$ cat src/rtl/load_align_unit.sv
// Multi-cycle load unit: issues one or two word reads, assembles the addressed bytes and
// returns a sign/zero-extended result over a valid/ready response handshake.
module load_align_unit #(
  parameter int unsigned DATA_W            = 32,
  parameter int unsigned ADDR_W            = 32,
  parameter bit          SUPPORT_UNALIGNED = 1'b1
) (
  input  logic              clk,
  input  logic              reset_n,
  input  logic              req_valid,
  output logic              req_ready,
  input  logic [ADDR_W-1:0] req_addr,
  input  logic [2:0]        req_op,
  output logic              mem_req_valid,
  input  logic              mem_req_ready,
  output logic [ADDR_W-1:0] mem_addr,
  input  logic              mem_rvalid,
  input  logic [DATA_W-1:0] mem_rdata,
  output logic              resp_valid,
  input  logic              resp_ready,
  output logic [DATA_W-1:0] resp_data,
  output logic              resp_err
);

  localparam int unsigned NB    = DATA_W / 8;
  localparam int unsigned OFF_W = $clog2(NB);
  localparam int unsigned SZ_W  = OFF_W + 2;

  typedef enum logic [2:0] {StIdle, StReq0, StWait0, StReq1, StWait1, StResp} state_e;

  state_e              state_q, state_d;
  logic [2:0]          op_q, op_d;
  logic [OFF_W-1:0]    off_q, off_d;
  logic                cross_q, cross_d;
  logic [ADDR_W-1:0]   mem_addr_q, mem_addr_d;
  logic [DATA_W-1:0]   lo_q, lo_d;
  logic [DATA_W-1:0]   resp_data_q, resp_data_d;
  logic                resp_err_q, resp_err_d;

  logic [OFF_W-1:0]    req_off;
  logic [SZ_W-1:0]     req_size;
  logic                req_mis;
  logic                req_cross;

  always_comb begin
    req_off = req_addr[OFF_W-1:0];
    case (req_op)
      3'd1, 3'd2: begin
        req_size = SZ_W'(2);
        req_mis  = req_addr[0];
      end
      3'd3, 3'd4: begin
        req_size = SZ_W'(1);
        req_mis  = 1'b0;
      end
      default: begin
        req_size = SZ_W'(NB);
        req_mis  = |req_off;
      end
    endcase
    req_cross = (SZ_W'(req_off) + req_size) > SZ_W'(NB);
  end

  // In WAIT1 the pair is {hi, lo}; in WAIT0 only non-crossing loads finish, so hi is zero.
  logic [2*DATA_W-1:0] pair;
  logic [DATA_W-1:0]   shifted;
  logic [DATA_W-1:0]   assembled;

  always_comb begin
    pair    = (state_q == StWait1) ? {mem_rdata, lo_q} : {{DATA_W{1'b0}}, mem_rdata};
    shifted = DATA_W'(pair >> {off_q, 3'b000});
    case (op_q)
      3'd1, 3'd2: begin
        assembled        = {DATA_W{(op_q == 3'd1) & shifted[15]}};
        assembled[15:0]  = shifted[15:0];
      end
      3'd3, 3'd4: begin
        assembled        = {DATA_W{(op_q == 3'd3) & shifted[7]}};
        assembled[7:0]   = shifted[7:0];
      end
      default: assembled = shifted;
    endcase
  end

  always_comb begin
    state_d     = state_q;
    op_d        = op_q;
    off_d       = off_q;
    cross_d     = cross_q;
    mem_addr_d  = mem_addr_q;
    lo_d        = lo_q;
    resp_data_d = resp_data_q;
    resp_err_d  = resp_err_q;
    unique case (state_q)
      StIdle: begin
        if (req_valid) begin
          op_d    = req_op;
          off_d   = req_off;
          cross_d = req_cross;
          if (!SUPPORT_UNALIGNED && req_mis) begin
            state_d     = StResp;
            resp_data_d = '0;
            resp_err_d  = 1'b1;
          end else begin
            state_d    = StReq0;
            mem_addr_d = {req_addr[ADDR_W-1:OFF_W], {OFF_W{1'b0}}};
          end
        end
      end
      StReq0: if (mem_req_ready) state_d = StWait0;
      StWait0: begin
        if (mem_rvalid) begin
          lo_d = mem_rdata;
          if (cross_q) begin
            state_d    = StReq1;
            mem_addr_d = mem_addr_q + ADDR_W'(NB);
          end else begin
            state_d     = StResp;
            resp_data_d = assembled;
            resp_err_d  = 1'b0;
          end
        end
      end
      StReq1: if (mem_req_ready) state_d = StWait1;
      StWait1: begin
        if (mem_rvalid) begin
          state_d     = StResp;
          resp_data_d = assembled;
          resp_err_d  = 1'b0;
        end
      end
      StResp: if (resp_ready) state_d = StIdle;
      default: state_d = StIdle;
    endcase
  end

  always_ff @(posedge clk) begin
    if (!reset_n) begin
      state_q     <= StIdle;
      op_q        <= '0;
      off_q       <= '0;
      cross_q     <= 1'b0;
      mem_addr_q  <= '0;
      lo_q        <= '0;
      resp_data_q <= '0;
      resp_err_q  <= 1'b0;
    end else begin
      state_q     <= state_d;
      op_q        <= op_d;
      off_q       <= off_d;
      cross_q     <= cross_d;
      mem_addr_q  <= mem_addr_d;
      lo_q        <= lo_d;
      resp_data_q <= resp_data_d;
      resp_err_q  <= resp_err_d;
    end
  end

  assign req_ready     = (state_q == StIdle);
  assign mem_req_valid = (state_q == StReq0) || (state_q == StReq1);
  assign resp_valid    = (state_q == StResp);
  assign mem_addr      = mem_addr_q;
  assign resp_data     = resp_data_q;
  assign resp_err      = resp_err_q;

endmodule

$ cat config.mk
export PLATFORM = sky130hd
export DESIGN_NAME = load_align_unit
export DESIGN_NICKNAME = d
export VERILOG_FILES = /design/src/rtl/load_align_unit.sv
export SDC_FILE = /design/constraint.sdc
export NUM_CORES = 1
export LEC_CHECK = 0
export CAP_MARGIN = 30
export CORE_AREA = 2 2 144 146
export DETAILED_ROUTE_END_ITERATION = 7
export DIE_AREA = 0 0 146 148
export GPL_TIMING_DRIVEN = 0
export HOLD_SLACK_MARGIN = 0.1
export PLACE_DENSITY_LB_ADDON = 0.12
export SYNTH_ARGS = -nofsm -noshare
export SYNTH_HDL_FRONTEND = slang
export SYNTH_SLANG_ARGS = --single-unit
$ cat constraint.sdc
create_clock -name clk -period 3 [get_ports clk]
set_input_delay 0.75 -clock clk [delete_from_list [all_inputs] [get_ports clk]]
set_output_delay 0.75 -clock clk [all_outputs]
set_load 0.01 [all_outputs]
### Word-level counts from Yosys, hierarchy flattened

Cells that the tools add are included.

| storage, ports and cells | value |
|---|---|
| output and inout port bits | 68 |
| latch bits | 0 |
| ROM bits | 0 |
| bits in writable memories | 0 |
| memories kept | 0 |
| word-level logic and storage cells | 71 |
| register bits | 106 |

| operators by class | value |
|---|---|
| multiplexer cells | 23 |
| div/mod/pow operators | 0 |
| magnitude comparators | 1 |
| multiply operators | 0 |
| bitwise gates (word level) | 2 |
| add/sub/neg operators | 2 |
| reduce and logical (&&, ||, !) cells | 13 |
| shift operators | 1 |
| eq/ne operators | 21 |

Operators by type and width:

| cell | number |
|---|---|
| 32-bit 2-to-1 mux | 6 |
| 32-bit case mux with 2 select lines | 3 |
| 64-bit 2-to-1 mux | 1 |
| 64-bit by 5-bit >> shifter with 32-bit output | 1 |
| 32-bit by 3-bit adder with 32-bit output, second input constant | 1 |
| 3-bit 2-to-1 mux | 7 |
| 3-bit by 2-bit == test with 1-bit output, second input constant | 6 |
| 3-bit case mux with 6 select lines | 1 |
| 2-bit inequality test, second input constant | 7 |
| 3-bit == test, second input constant | 4 |
| 3-bit by 1-bit == test with 1-bit output, second input constant | 3 |
| 4-bit AND reduction | 2 |
| 2-bit OR reduction | 4 |
| 3-bit case mux with 2 select lines | 1 |
| 6-bit AND reduction | 1 |
| 2-bit by 4-bit adder with 4-bit output | 1 |
| 4-bit by 3-bit greater-than comparator with 1-bit output, second input constant | 1 |
| 2-bit AND reduction | 2 |
| 2-bit nonzero test | 2 |
| 3-bit logical NOT | 1 |
| 1-bit 2-to-1 mux | 3 |
| 1-bit AND | 2 |
| 2-bit by 1-bit inequality test with 1-bit output, second input constant | 1 |
| 1-bit case mux with 2 select lines | 1 |
| 1-bit logical OR | 1 |

### Logic depth before layout (Yosys ltp)

Gate-level depths: netlist of the first run.

| depth | value |
|---|---|
| word-level depth | 8 |
| gate-level depth with buffers | 9 |

### Least setup slack after synthesis of the first run

OpenSTA, ideal clock, no wires.

| timing path | value |
|---|---|
| kind | register to register |
| from | register state_q[0] |
| to | register resp_data_q[23], in the netlist resp_data[23] |
| data arrival time | 2.216 ns |
| path buffers | 3 |
| data required time | 2.880 ns |
| library setup time | 0.120 ns |
| slack | 0.664 ns |
| cell stages (with the launch flop) | 9 |
| period minus slack after synthesis | 2.336 ns |
| cells stage by stage | dfxtp_1 buf_6 or3b_1 buf_6 mux4_2 a221oi_4 o211a_4 buf_6 a21oi_1 |

| on the way | value |
|---|---|
| longest elaborated chain between the ends | 8 |

Ends and longest elaborated chain:

| element | line | source |
|---|---|---|
| from (decl) | 31 | `state_e state_q, state_d;` |
| from (signal assigned) | 139 | `state_q <= StIdle;` |
| from (signal assigned) | 148 | `state_q <= state_d;` |
| 3-bit == test | 70, 94 |  |
| 64-bit 2-to-1 mux | 70 | `pair = (state_q == StWait1) ? {mem_rdata, lo_q} : {{DATA_W{1'b0}}, mem_rdata};` |
| 64-bit by 5-bit >> shifter with 32-bit output | 71 | `shifted = DATA_W'(pair >> {off_q, 3'b000});` |
| 1-bit AND (on tied branches) | 78, 74 |  |
| 32-bit case mux with 2 select lines | 72 | `case (op_q)` |
| 32-bit 2-to-1 mux | 114 | `if (cross_q) begin` |
| 32-bit 2-to-1 mux | 112 | `if (mem_rvalid) begin` |
| 32-bit case mux with 2 select lines | 94 | `unique case (state_q)` |
| to (signal assigned) | 154 | `resp_data_q <= resp_data_d;` |
| to (decl) | 37 | `logic [DATA_W-1:0] resp_data_q, resp_data_d;` |

Several ways; a longest one is shown, not always the timed one. The select of a mux whose other input is x is not followed.
A chain may end at the register's enable or synchronous reset.

### Worst setup path after layout of the first run

| timing path | value |
|---|---|
| from | register state_q[2] |
| to | register resp_data_q[30], in the netlist resp_data[30] |

Same word-level chain as after synthesis.

==> impl_metrics.tcl, run 1 <==
set metrics [dict create \
    floorplan.core_area_um2 20000 \
    place.gp.congestion 0.862 \
    fin_worst_skew_ns 0.00918 \
    whs_path_depth 2 \
    ys_async_sr_fraction_pct 0 \
    synth_sequential_area_ratio_pct 35.0 \
    synthDominantAreaCellType "dfxtp_1" \
    drt-wirelength-per-cell_um 19.1 \
    r2r_end "resp_data[30]" \
    buffers_from_clock_root_to_sink_at_most 2 \
    rr_worst_depth 6 \
    r2r_start "state_q[2]" \
    design_area_um2 7970 \
    post_cts_setup_buffers 0 \
    maxSlewViolCount 0 \
    cts_tree "yes" \
    maxCapViolations 0 \
    tritoncts.num_buffers 9 \
    placement_stage_cell_area_um2 7630 \
    dr.first_iter.drc_count 452 \
    vias 6197 \
    p_leak_nw 2.82 \
    grt_pass1_wl_um 34300 \
    ys_top_cells_by_area "dfxtp_1 35%, mux2i_1 8.5%, a21oi_1 8.4%, nand2_1 6.7%, o21ai_0 6.1%" \
    pwr_density_cell_nw_per_um2 510 \
    run_status "finished, final reports clean" \
    routed_wirelength_um 22200 \
    dp_hpwl_um 16800 \
    floorplan.rows 52 \
    unrepaired_setup_endpoints_after_global_routing "no" \
    htree_levels 3 \
    slew_headroom_pct 28.9 \
    first_pass_iters 5 \
    clock.fmax_mhz 347 \
    pin_count_of_the_biggest_net_entering_global_routing 17 \
    fp.dieH_um 148 \
    first_global_vias 6010 \
    antenna_cells 0 \
    final_cell_count_no_fill 1160 \
    flop2flop_setup_slack_ns 0.11 \
    finalSetupViolations 0 \
    syn-cell-area_um2 5900 \
    worstHoldPathType "reg2reg" \
    cts.reportedPaths.clkPinSlew_ns 0.07 \
    synth_area_per_cell_um2 8.05 \
    post_drt_via_cell_ratio 5.34 \
    die_w_um 146 \
    synth_cell_type_count 62 \
    clock-root-buffer "clkbuf_16" \
    worst_voltage_drop_across_the_vdd_grid_mv 0.320 \
    tightest_slew_ns 1.06 \
    clk-insertion-delay-late_ns 0.35 \
    layout_min_cycle_time_ns 2.89 \
    final_critical_path_setup_slack_ns 0.115 \
    grt_remaining_overflow 0 \
    synth_seq_cells 103 \
    postRouteAntennaNets 0 \
    path_class "reg2reg" \
    cts.sinks 103 \
    synth_edf_count 0 \
    arrival_time_reported_for_the_critical_path_endpoint_ns 3.12 \
    worstHoldEndpoint "lo_q[16]" \
    worst_setup_path_start_kind "flip-flop" \
    synthesis.instances 733 \
    num_io_pins 141 \
    nets 962 \
    placement.io_buffers 137 \
    remaining_drc_errors 0 \
    grtUsageTotal_pct 20.3 \
    final_hold_viol_count 0 \
    dp_cells 1144 \
    start_util_pct 29.4 \
    number_of_antenna_violations_at_the_first_check_in_global_routing 0 \
    portion_of_synthesized_cell_area_occupied_by_the_leading_cell_type_pct 35.0 \
    final_min_period_over_clock_period_pct 96.2 \
    worst_ep_required_time_ns 3.24 \
    timing.hold.worst.start "lo_q[16]" \
    postSynth.topFlopCell "dfxtp_1" \
    post-place-ws_ns -0.520 \
    synthToLayoutAreaGrowth_pct 35.2 \
    end_kind "flip-flop" \
    final_layout_size_suffix_gt1_share_pct 6.52 \
    ys_warn_count 0 \
    crit_path_max_fanout 10 \
    die_area_um2 21600 \
]
cell usage after synthesis, types with 7 or more instances:
cell type	count
a21oi_1	99
a22oi_1	17
or3_1	7
and3_1	9
mux2_2	14
dfxtp_1	103
nor2_1	33
nor2b_1	7
clkbuf_1	48
mux2i_1	50
nand4_1	8
o211ai_1	10
nor3_1	12
mux4_2	8
o21ai_0	72
a31oi_1	7
a211oi_1	8
nand2_1	106
nand3_1	19
buf_1	7
registers in the layout, summed over array words and instances, names as in the netlist:
name,count
lo_q,32
mem_addr,30
cross_q,1
op_q,3
resp_data,32
off_q,2
state_q,3
layout make-up:
| class | instances | area [um^2] |
|---|---|---|
| Multi-Input combinational cell | 566 | 3570 |
| Buffer | 61 | 264 |
| Sequential cell | 103 | 2060 |
| Clock inverter | 5 | 106 |
| Tap cell | 270 | 338 |
| Clock buffer | 11 | 233 |
| Fill cell | 2110 | 12100 |
| Inverter | 5 | 18.8 |
| Timing Repair Buffer | 139 | 1380 |
critical path, cell delays in order, from the launching register on:
cell and delay (ns):
dfxtp_1 0.41, nor3b_2 0.68, mux2_2 0.46, a221oi_4 0.63
o211a_4 0.35, buf_6 0.16, a21oi_1 0.07
through the flow:
| step | hold WS [ns] | setup TNS, ns | utilization, % | power, W |
|---|---|---|---|---|
| floorplan | 0.433 | 0 | - | 0.00218 |
| global placement | 0.442 | -6.72 | 38.0 | 0.00271 |
| detailed placement | 0.446 | -5.92 | 38.1 | 0.00271 |
| CTS | 0.456 | 0 | 39.8 | 0.00408 |
| global route | 0.472 | 0 | 39.8 | 0.00425 |
| finish | 0.455 | 0 | 39.8 | 0.00406 |
cell usage in the layout (no fill, tap or decap), types with 12 or more instances in the layout:
cell             count
nand3_1             19
dfxtp_1            103
o21ai_0             72
mux2_2              14
clkdlybuf4s50_1    137
a21oi_1             99
clkbuf_1            49
a22oi_1             17
nor3_1              12
nand2_1            106
mux2i_1             50
nor2_1              33
power by group:
group | switching [W] | internal, W
sequential | 0.000108 | 0.00147
combinational | 0.000607 | 0.000509
clock | 0.000550 | 0.000819
cell families after synthesis:
logic type      Yosys count  share of synthesized area (%)
mux                      72                           14.2
fa+ha+maj                 4                          0.976
buf+inv                  66                           4.77
simple gates            228                           18.1
xor+xnor                  4                          0.594
flops                   103                           35.0
compound gates          255                           26.4
other cells               1                         0.0636
worst max-delay path by stage:
stage	start	to	depth (start not counted)
2_1_floorplan	state_q[0]	resp_data[23]	8
3_3_place_gp	mem_rvalid	mem_addr[6]	7
3_5_place_dp	mem_rvalid	mem_addr[6]	7
4_1_cts	mem_rvalid	mem_addr[6]	7
5_1_grt	state_q[2]	resp_data[24]	6
6_report	state_q[2]	resp_data[30]	6
metal layers:
layer | wire length [um] | GRT usage, %
met1 | 10500 | 28.0
met2 | 10100 | 32.4
met3 | 1200 | 3.55
met4 | 440 | 6.07
met5 | 0 | 0
timing repair:
item / in CTS / in global routing
resized for setup: 1 / 2
hold buffers: 0 / 0
setup endpoints to repair: 4 / 1
(Power assumes the default switching activity.)
==> inputs of run 2 (changes only) <==
ABC_CLOCK_PERIOD_IN_PS = 3000   (was not set)
SKIP_CTS_REPAIR_TIMING = 1   (was not set)
==> results of run 2 <==
No change in the layout: final DEF, timing and power equal those of run 1.
Main changes from that run: via count of the first global-routing pass 6010 -> 6008
